[config.mk]
export PLATFORM = sky130hd
export DESIGN_NAME = fetch_queue_flat
export DESIGN_NICKNAME = d
export VERILOG_FILES = /design/src/rtl/fetch_queue_if.sv /design/src/rtl/fetch_queue.sv /design/src/flat_wrapper.sv
export SDC_FILE = /design/constraint.sdc
export NUM_CORES = 1
export LEC_CHECK = 0
export CAP_MARGIN = 20
export CORE_MARGIN = 2
export CORE_UTILIZATION = 40
export CTS_CLUSTER_DIAMETER = 60
export DETAILED_ROUTE_END_ITERATION = 8
export SYNTH_ARGS = -nofsm -noshare
export SYNTH_HDL_FRONTEND = slang
export SYNTH_SLANG_ARGS = --single-unit
[constraint.sdc]
create_clock -name clock -period 2.48 [get_ports clock]
set_input_delay 0.248 -clock clock [delete_from_list [all_inputs] [get_ports clock]]
set_output_delay 0.248 -clock clock [all_outputs]
set_load 0.1 [all_outputs]
[src/rtl/fetch_queue_if.sv]
// Fetch queue bus: decode/execute control, instruction memory port and queue head.
// Performance counter signals exist only when FETCH_PERF_CNT_EN is defined.
interface fetch_queue_if;
    logic        stall;
    logic        do_branch;
    logic [31:0] pc_effective;
    logic [31:0] address;
    logic [1:0]  access_size;
    logic        rw;
    logic        i_mem_enable;
    logic [31:0] imem_data;
    logic        insn_valid;
    logic [31:0] insn_out;
    logic [31:0] pc_out;
`ifdef FETCH_PERF_CNT_EN
    logic [31:0] fetch_count;
    logic [31:0] stall_count;
`endif

    modport master (
        input  stall, do_branch, pc_effective, imem_data,
        output address, access_size, rw, i_mem_enable, insn_valid, insn_out, pc_out
`ifdef FETCH_PERF_CNT_EN
        , output fetch_count, stall_count
`endif
    );

    modport slave (
        output stall, do_branch, pc_effective, imem_data,
        input  address, access_size, rw, i_mem_enable, insn_valid, insn_out, pc_out
`ifdef FETCH_PERF_CNT_EN
        , input fetch_count, stall_count
`endif
    );
endinterface

[src/rtl/fetch_queue.sv]
// Instruction fetch unit: fixed-latency imem requests feeding a DEPTH-entry queue.
// Optional performance counters enabled by defining FETCH_PERF_CNT_EN.
module fetch_queue #(
    parameter logic [31:0] BASE_ADDR = 32'h80020000,
    parameter int unsigned DEPTH     = 4,
    parameter logic [1:0]  WORD_SIZE = 2'b00
) (
    input logic         clock,
    input logic         reset,
    fetch_queue_if.master bus
);
    localparam int unsigned PTR_W = (DEPTH > 1) ? $clog2(DEPTH) : 1;
    localparam int unsigned CNT_W = PTR_W + 1;

    logic [31:0]      fpc_q, fpc_d;
    logic [31:0]      tag_q, tag_d;
    logic [PTR_W-1:0] head_q, head_d;
    logic [PTR_W-1:0] tail_q, tail_d;
    logic [CNT_W-1:0] count_q, count_d;
    logic [CNT_W-1:0] occupancy;
    logic             inflight_q, inflight_d;
    logic             squash_q, squash_d;
    logic [31:0]      last_pc_q, last_pc_d;
    logic [31:0]      last_insn_q, last_insn_d;
    logic [31:0]      pc_mem_q   [DEPTH];
    logic [31:0]      insn_mem_q [DEPTH];
    logic             issue;
    logic             push;
    logic             pop;
    logic             head_valid;

    always_comb begin
        fpc_d       = fpc_q;
        tag_d       = tag_q;
        head_d      = head_q;
        tail_d      = tail_q;
        count_d     = count_q;
        last_pc_d   = last_pc_q;
        last_insn_d = last_insn_q;

        head_valid = (count_q != '0);
        // Queued entries plus the outstanding response must never exceed DEPTH,
        // so a response always finds a free slot.
        occupancy  = count_q + CNT_W'(inflight_q);
        issue      = !reset && !bus.do_branch && (occupancy < CNT_W'(DEPTH));
        push       = inflight_q && !squash_q && !bus.do_branch;
        pop        = head_valid && !bus.stall && !bus.do_branch;

        inflight_d = issue;
        squash_d   = bus.do_branch;

        if (issue) begin
            fpc_d = fpc_q + 32'd4;
            tag_d = fpc_q;
        end

        // Remember what is on display so the outputs hold once the queue drains.
        if (head_valid) begin
            last_pc_d   = pc_mem_q[head_q];
            last_insn_d = insn_mem_q[head_q];
        end

        if (push) tail_d = tail_q + PTR_W'(1);
        if (pop)  head_d = head_q + PTR_W'(1);
        count_d = count_q + CNT_W'(push) - CNT_W'(pop);

        if (bus.do_branch) begin
            fpc_d   = {bus.pc_effective[31:2], 2'b00};
            head_d  = '0;
            tail_d  = '0;
            count_d = '0;
        end
    end

    always_ff @(posedge clock) begin
        if (reset) begin
            fpc_q       <= BASE_ADDR;
            tag_q       <= '0;
            head_q      <= '0;
            tail_q      <= '0;
            count_q     <= '0;
            inflight_q  <= 1'b0;
            squash_q    <= 1'b0;
            last_pc_q   <= '0;
            last_insn_q <= '0;
        end else begin
            fpc_q       <= fpc_d;
            tag_q       <= tag_d;
            head_q      <= head_d;
            tail_q      <= tail_d;
            count_q     <= count_d;
            inflight_q  <= inflight_d;
            squash_q    <= squash_d;
            last_pc_q   <= last_pc_d;
            last_insn_q <= last_insn_d;
        end
    end

    always_ff @(posedge clock) begin
        if (!reset && push) begin
            pc_mem_q[tail_q]   <= tag_q;
            insn_mem_q[tail_q] <= bus.imem_data;
        end
    end

    assign bus.address      = fpc_q;
    assign bus.access_size  = WORD_SIZE;
    assign bus.rw           = 1'b1;
    assign bus.i_mem_enable = issue;
    assign bus.insn_valid   = head_valid;
    assign bus.pc_out       = head_valid ? pc_mem_q[head_q]   : last_pc_q;
    assign bus.insn_out     = head_valid ? insn_mem_q[head_q] : last_insn_q;

`ifdef FETCH_PERF_CNT_EN
    logic [31:0] fetch_count_q;
    logic [31:0] stall_count_q;

    always_ff @(posedge clock) begin
        if (reset) begin
            fetch_count_q <= '0;
            stall_count_q <= '0;
        end else begin
            if (push)                    fetch_count_q <= fetch_count_q + 32'd1;
            if (head_valid && bus.stall) stall_count_q <= stall_count_q + 32'd1;
        end
    end

    assign bus.fetch_count = fetch_count_q;
    assign bus.stall_count = stall_count_q;
`endif
endmodule

[src/flat_wrapper.sv]
// flat-port wrapper written by rule: the top's interface ports become plain ports
module fetch_queue_flat 
#(
    parameter logic [31:0] BASE_ADDR = 32'h80020000,
    parameter int unsigned DEPTH     = 4,
    parameter logic [1:0]  WORD_SIZE = 2'b00
)
  (clock, reset, bus_stall, bus_do_branch, bus_pc_effective, bus_imem_data, bus_address, bus_access_size, bus_rw, bus_i_mem_enable, bus_insn_valid, bus_insn_out, bus_pc_out);
  fetch_queue_if bus_i ();
  input logic clock;
  input logic reset;
  input wire logic [$bits(bus_i.stall)-1:0] bus_stall;
  input wire logic [$bits(bus_i.do_branch)-1:0] bus_do_branch;
  input wire logic [$bits(bus_i.pc_effective)-1:0] bus_pc_effective;
  input wire logic [$bits(bus_i.imem_data)-1:0] bus_imem_data;
  output wire logic [$bits(bus_i.address)-1:0] bus_address;
  output wire logic [$bits(bus_i.access_size)-1:0] bus_access_size;
  output wire logic [$bits(bus_i.rw)-1:0] bus_rw;
  output wire logic [$bits(bus_i.i_mem_enable)-1:0] bus_i_mem_enable;
  output wire logic [$bits(bus_i.insn_valid)-1:0] bus_insn_valid;
  output wire logic [$bits(bus_i.insn_out)-1:0] bus_insn_out;
  output wire logic [$bits(bus_i.pc_out)-1:0] bus_pc_out;
  assign bus_i.stall = bus_stall;
  assign bus_i.do_branch = bus_do_branch;
  assign bus_i.pc_effective = bus_pc_effective;
  assign bus_i.imem_data = bus_imem_data;
  assign bus_address = bus_i.address;
  assign bus_access_size = bus_i.access_size;
  assign bus_rw = bus_i.rw;
  assign bus_i_mem_enable = bus_i.i_mem_enable;
  assign bus_insn_valid = bus_i.insn_valid;
  assign bus_insn_out = bus_i.insn_out;
  assign bus_pc_out = bus_i.pc_out;
  fetch_queue #(.BASE_ADDR(BASE_ADDR), .DEPTH(DEPTH), .WORD_SIZE(WORD_SIZE)) u_core (.clock(clock), .reset(reset), .bus(bus_i));
endmodule
=== Yosys cells after proc, flatten, opt, wreduce, memory -nomap -nowiden ===
Memory sizes are Yosys's and may differ from the RTL's. A register that Yosys moved wholly into a read port is not among the register bits.
Index checks and enable logic that the tools add are counted.
W data, S select, Z words.

* Memory bits (read-only): 0
* Word-level logic and storage cells: 43
* Bits in latches: 0
* Memories kept: 2
* Memory bits (writable): 256
* Register bits: 137

{| class="wikitable"
|+ Memory list
! memory !! depth !! bits a word !! rd ports !! clocked after memory_dff !! wr ports !! RTL line !! source
|-
| u_core.insn_mem_q || 4 || 32 || 1 || 1 || 1 || fetch_queue.sv:26 || <nowiki>logic [31:0] insn_mem_q [DEPTH];</nowiki>
|-
| u_core.pc_mem_q || 4 || 32 || 1 || 1 || 1 || fetch_queue.sv:25 || <nowiki>logic [31:0] pc_mem_q [DEPTH];</nowiki>
|}

* Shift operators: 0
* Bitwise operators: 0
* Reduce and logical (&&, ||, !) cells: 14
* Div/mod/pow operators: 0
* Magnitude comparators: 1
* Multiply operators: 0
* Add/sub/neg operators: 6
* Mux-type cells: 10
* Equality and inequality tests: 0

{| class="wikitable"
|+ Operators with widths
! cell !! number
|-
| $mux W32 || 4
|-
| $add A32 B3 Y32 const B || 1
|-
| $mux W2 || 4
|-
| $logic_and A1 B1 Y1 || 7
|-
| $add A3 B1 Y3 || 2
|-
| $add A2 B1 Y2 const B || 2
|-
| $logic_not A1 Y1 || 4
|-
| $lt A3 B3 Y1 const B || 1
|-
| $reduce_bool A3 Y1 || 1
|-
| $sub A3 B1 Y3 || 1
|-
| $mux W1 || 2
|-
| $reduce_bool A2 Y1 || 1
|-
| $reduce_or A2 Y1 || 1
|}

=== Depth between registers and ports, before layout ===
* Word-level depth: 6
* Gate-level depth with buffers: 11

=== Worst setup path before layout ===
No wires, ideal clock.

* Kind: reg2reg
* Start: register u_core.count_q[2]
* End: register u_core.last_pc_q[22] (read register of u_core.pc_mem_q)
* Data arrival time: 2.748 ns
* Stages on the path, launching flop included: 7
* Setup slack: -0.396 ns
* Period minus slack after synthesis: 2.876 ns
* Path buffers: 2
* Path through: dfxtp_1 clkbuf_1 nor3_1 inv_2 buf_1 mux2_2 nor2b_1

* Longest elaborated chain between the ends: 2

{| class="wikitable"
|+ RTL lines
! what !! RTL line !! source
|-
| start: declaration || fetch_queue.sv:19 || <nowiki>logic [CNT_W-1:0] count_q, count_d;</nowiki>
|-
| start signal: assignment || fetch_queue.sv:91 || <nowiki>count_q <= count_d;</nowiki>
|-
| $reduce_bool A3 Y1 || fetch_queue.sv:41 || <nowiki>head_valid = (count_q != '0);</nowiki>
|-
| named net bus_insn_valid || flat_wrapper.sv:20 || <nowiki>output wire logic [$bits(bus_i.insn_valid)-1:0] bus_insn_valid;</nowiki>
|-
| $mux W32 || - ||
|-
| named net bus_pc_out[22] || flat_wrapper.sv:22 || <nowiki>output wire logic [$bits(bus_i.pc_out)-1:0] bus_pc_out;</nowiki>
|-
| end: declaration || fetch_queue.sv:23 || <nowiki>logic [31:0] last_pc_q, last_pc_d;</nowiki>
|}

The timed path passes the listed nets, and every way through them passes these cells.
A chain may end at the register's enable or synchronous reset.

==> flow_summary.yaml <==
floorplan:
  rows: 70
  fp.dieW_um: 196
  initial_core_util: 0.404
  io_pins: 169
  fp.coreArea_mm2: 0.0364
  dieArea_mm2: 0.0383
  die_h_um: 196
detailed_routing:
  num_vias: 8603
  drcViolationCount: 0
  wl_um: 34700
  routed_via_density: 5.20
  routedWlPerCell_um: 21.0
  wl_met3_um: 1710
  wl_met1_um: 15700
  ant_nets: 0
  top_layer: "met4"
  wl_met2_um: 16800
  drt_iter0_markers: 514
  firstDrtPassIters: 5
pwr:
  p_sw_frac: 0.239
  p_per_area_mw_per_mm2: 732
  p_sw_mw: 3.46
  clockPowerShare: 0.425
  p_int_mw: 11.0
  vdd_drop_max_mv: 0.540
  leakagePower_nw: 6.75
  p_seq_frac: 0.480
  pwr-share-comb: 0.095
logic_synthesis:
  ys_seq_elements: 383
  synthFlopType: "edfxtp_1"
  synth-async-reset-ratio: 0
  syn_area_mm2: 0.0147
  synth_edf_count: 248
  synth_top_cell_by_area: "edfxtp_1"
  syn_avg_cell_area_um2: 15.4
  netlist-cell-type-count: 52
  syn_inst: 953
  synth_area_leaders: "edfxtp_1, dfxtp_1, mux4_2"
  seq_area_frac_synth: 0.690
  synth_top_area_frac: 0.506
  yosys_warnings: 0
cells_and_area:
  fillers: 2910
  fin_nets: 1228
  syn2layout_area_growth_pct: 34.5
  drive_above_1_share: 0.312
  fin_area_mm2: 0.0198
  final_cell_mix: "edfxtp_1, dfxtp_1, nand2_1, buf_12, nor2b_1"
  finalNonFillerCells: 1654
  diodes: 0
  final_common_cell: "edfxtp_1"
placed_design:
  gp_congestion: 0.804
  place_hpwl_um: 20700
  dp_slack_ns: 0.158
  place_area_mm2: 0.0179
  dp_cells: 1561
  portBuffers: 161
flow_run:
  cap_viol_max_count: 0
sta:
  min_period_ns: 2.50
  slew_viol_final: 0
  max_freq_mhz: 400
  worst_pin_slew_ns: 0.531
  rsz0062_at_grt: "yes"
  fin_setup_tns_ns: -0.0226
  slew_headroom: 0.646
  worst_slack_ns: -0.0226
  hold_viol_final: 0
  finalCritPeriodShare: 1.01
  skew_ns: 0.0169
  finalSetupViolCount: 1
  timing.hold.ws_ns: 0.0606
global_routing:
  antenna_found_initial: 0
  grt_pass1_vias: 8764
  grt_pass1_wl_um: 53400
  gr-total-overflow: 0
  grt_start_max_net_pins: 39
  grt.total_usage: 0.184
worst_setup_path:
  worstSetupPathDepth: 5
  cp_max_fo: 7
  cp_num_buf_inv: 3
  crit_required_ns: 2.23
  path_class: "flip-flop to output port"
  crit_path_top_delay_cell: "mux4_2"
  crit_path_end_kind: "output port"
  cpPeakStageDelay_ns: 0.56
  arrival_ns: 2.25
  path_common_cell: "buf_12"
  cp-start-kind: "flip-flop"
  r2r_cells: 5
  crit_family: "multiplexers"
  crit_chain: "buf_12, buf_16, mux4_2, mux2_4, buf_12"
status:
  failed_checks: "negative setup slack"
  status: "finished, violations left"
cts:
  numCtsBuffers: 43
  cts_hold_buf: 0
  clock_latency_ns: 0.53
  cts.sinks: 383
  htree_levels: 2
  clk_pin_slew_worst_paths_ns: 0.06
  clockBufferDepth: 3
  cts-root-buf: "clkbuf_16"
  cts_tree: "built"
worst_hold_path:
  hp-class: "primary input to flip-flop"
  min_path_cells: 2
==> Yosys cell counts (9+ instances only) <==
master	count
edfxtp_1	248
dfxtp_1	135
nand2_1	84
nor2b_1	65
mux2_2	62
mux4_2	62
a21oi_1	50
clkbuf_1	43
nor2_1	23
xnor2_1	15
nor3_1	14
nand3_1	13
inv_1	11
buf_2	10
a31oi_1	9
and2_1	9
nand4_1	9
==> cell type report <==
type | instances | area [um2] | area share
Clock inverter | 13 | 138 | 0.00696
Inverter | 14 | 57.6 | 0.00291
Sequential cell | 383 | 10200 | 0.515
Clock buffer | 66 | 1240 | 0.0629
Tap cell | 468 | 586 | 0.0296
Multi-Input combinational cell | 494 | 4470 | 0.226
Timing Repair Buffer | 216 | 3100 | 0.157
==> worst reg2reg max path: stages, from the launching register on <==
cell and delay [ns]:
dfxtp_2 0.40, nand4_2 0.18, or4_1 0.64, nor4_1 0.35, mux2_1 0.36, a21oi_1 0.13
==> final timing paths <==
check / startpoint / endpoint / slack, ns
worst max-delay path: flip-flop / bus_pc_out[9] / -0.02
worst min-delay path: reset / u_core.tag_q[4] / 0.06
worst max register to register: u_core.bus.address[6] / u_core.bus.address[24] / 0.35
worst min register to register: u_core.bus.address[8] / u_core.tag_q[8] / 0.49
==> cells by family after synthesis <==
kind of cell | after synthesis | synth area share
buffers and inverters | 79 | 0.0223
XOR/XNOR | 21 | 0.0125
AND/OR/NAND/NOR | 246 | 0.0874
AO/OA/AOI/OAI | 88 | 0.0358
multiplexers | 126 | 0.144
adder cells (fa/ha/maj) | 8 | 0.00732
other | 2 | 0.000511
flip-flops | 383 | 0.690
==> per-layer routing <==
metal  vias to the layer above  global-route usage
met1                      4364               0.257
li1                       3967                   -
met3                        38              0.0315
met5                         -                   0
met4                         0              0.0382
met2                       234               0.304
==> stage by stage <==
step                       util  total power, mW
after floorplan               -             7.91
after global placement    0.491             8.40
after detailed placement  0.491             8.41
after CTS                 0.542             14.6
after global routing      0.543             15.0
final                     0.543             14.5
==> sequential cells by signal, indices dropped and copies added (netlist names), named ones only <==
signal	cells
u_core.insn_mem_q	128
u_core.pc_mem_q	120
u_core.last_insn_q	32
u_core.last_pc_q	32
u_core.bus.address	30
u_core.tag_q	30
u_core.count_q	3
u_core.head_q	2
u_core.tail_q	2
u_core.inflight_q	1
u_core.squash_q	1
==> power groups by stage <==
stage          sequential [mW]  combinational, mW  clock (mW)
6_report                  6.95               1.37        6.16
5_1_grt                   6.96               1.43        6.58
4_1_cts                   6.95               1.38        6.31
3_5_place_dp              7.09               1.33           0
3_3_place_gp              7.08               1.32           0
2_1_floorplan             7.28              0.627           0
==> timing repair <==
item	4_1_cts	5_1_grt
setup buffers	6	0
endpoints found under the setup margin	62	52
pin swaps	1	0
gates cloned	10	0
resized for setup	55	8
(Power assumes the default switching activity.)
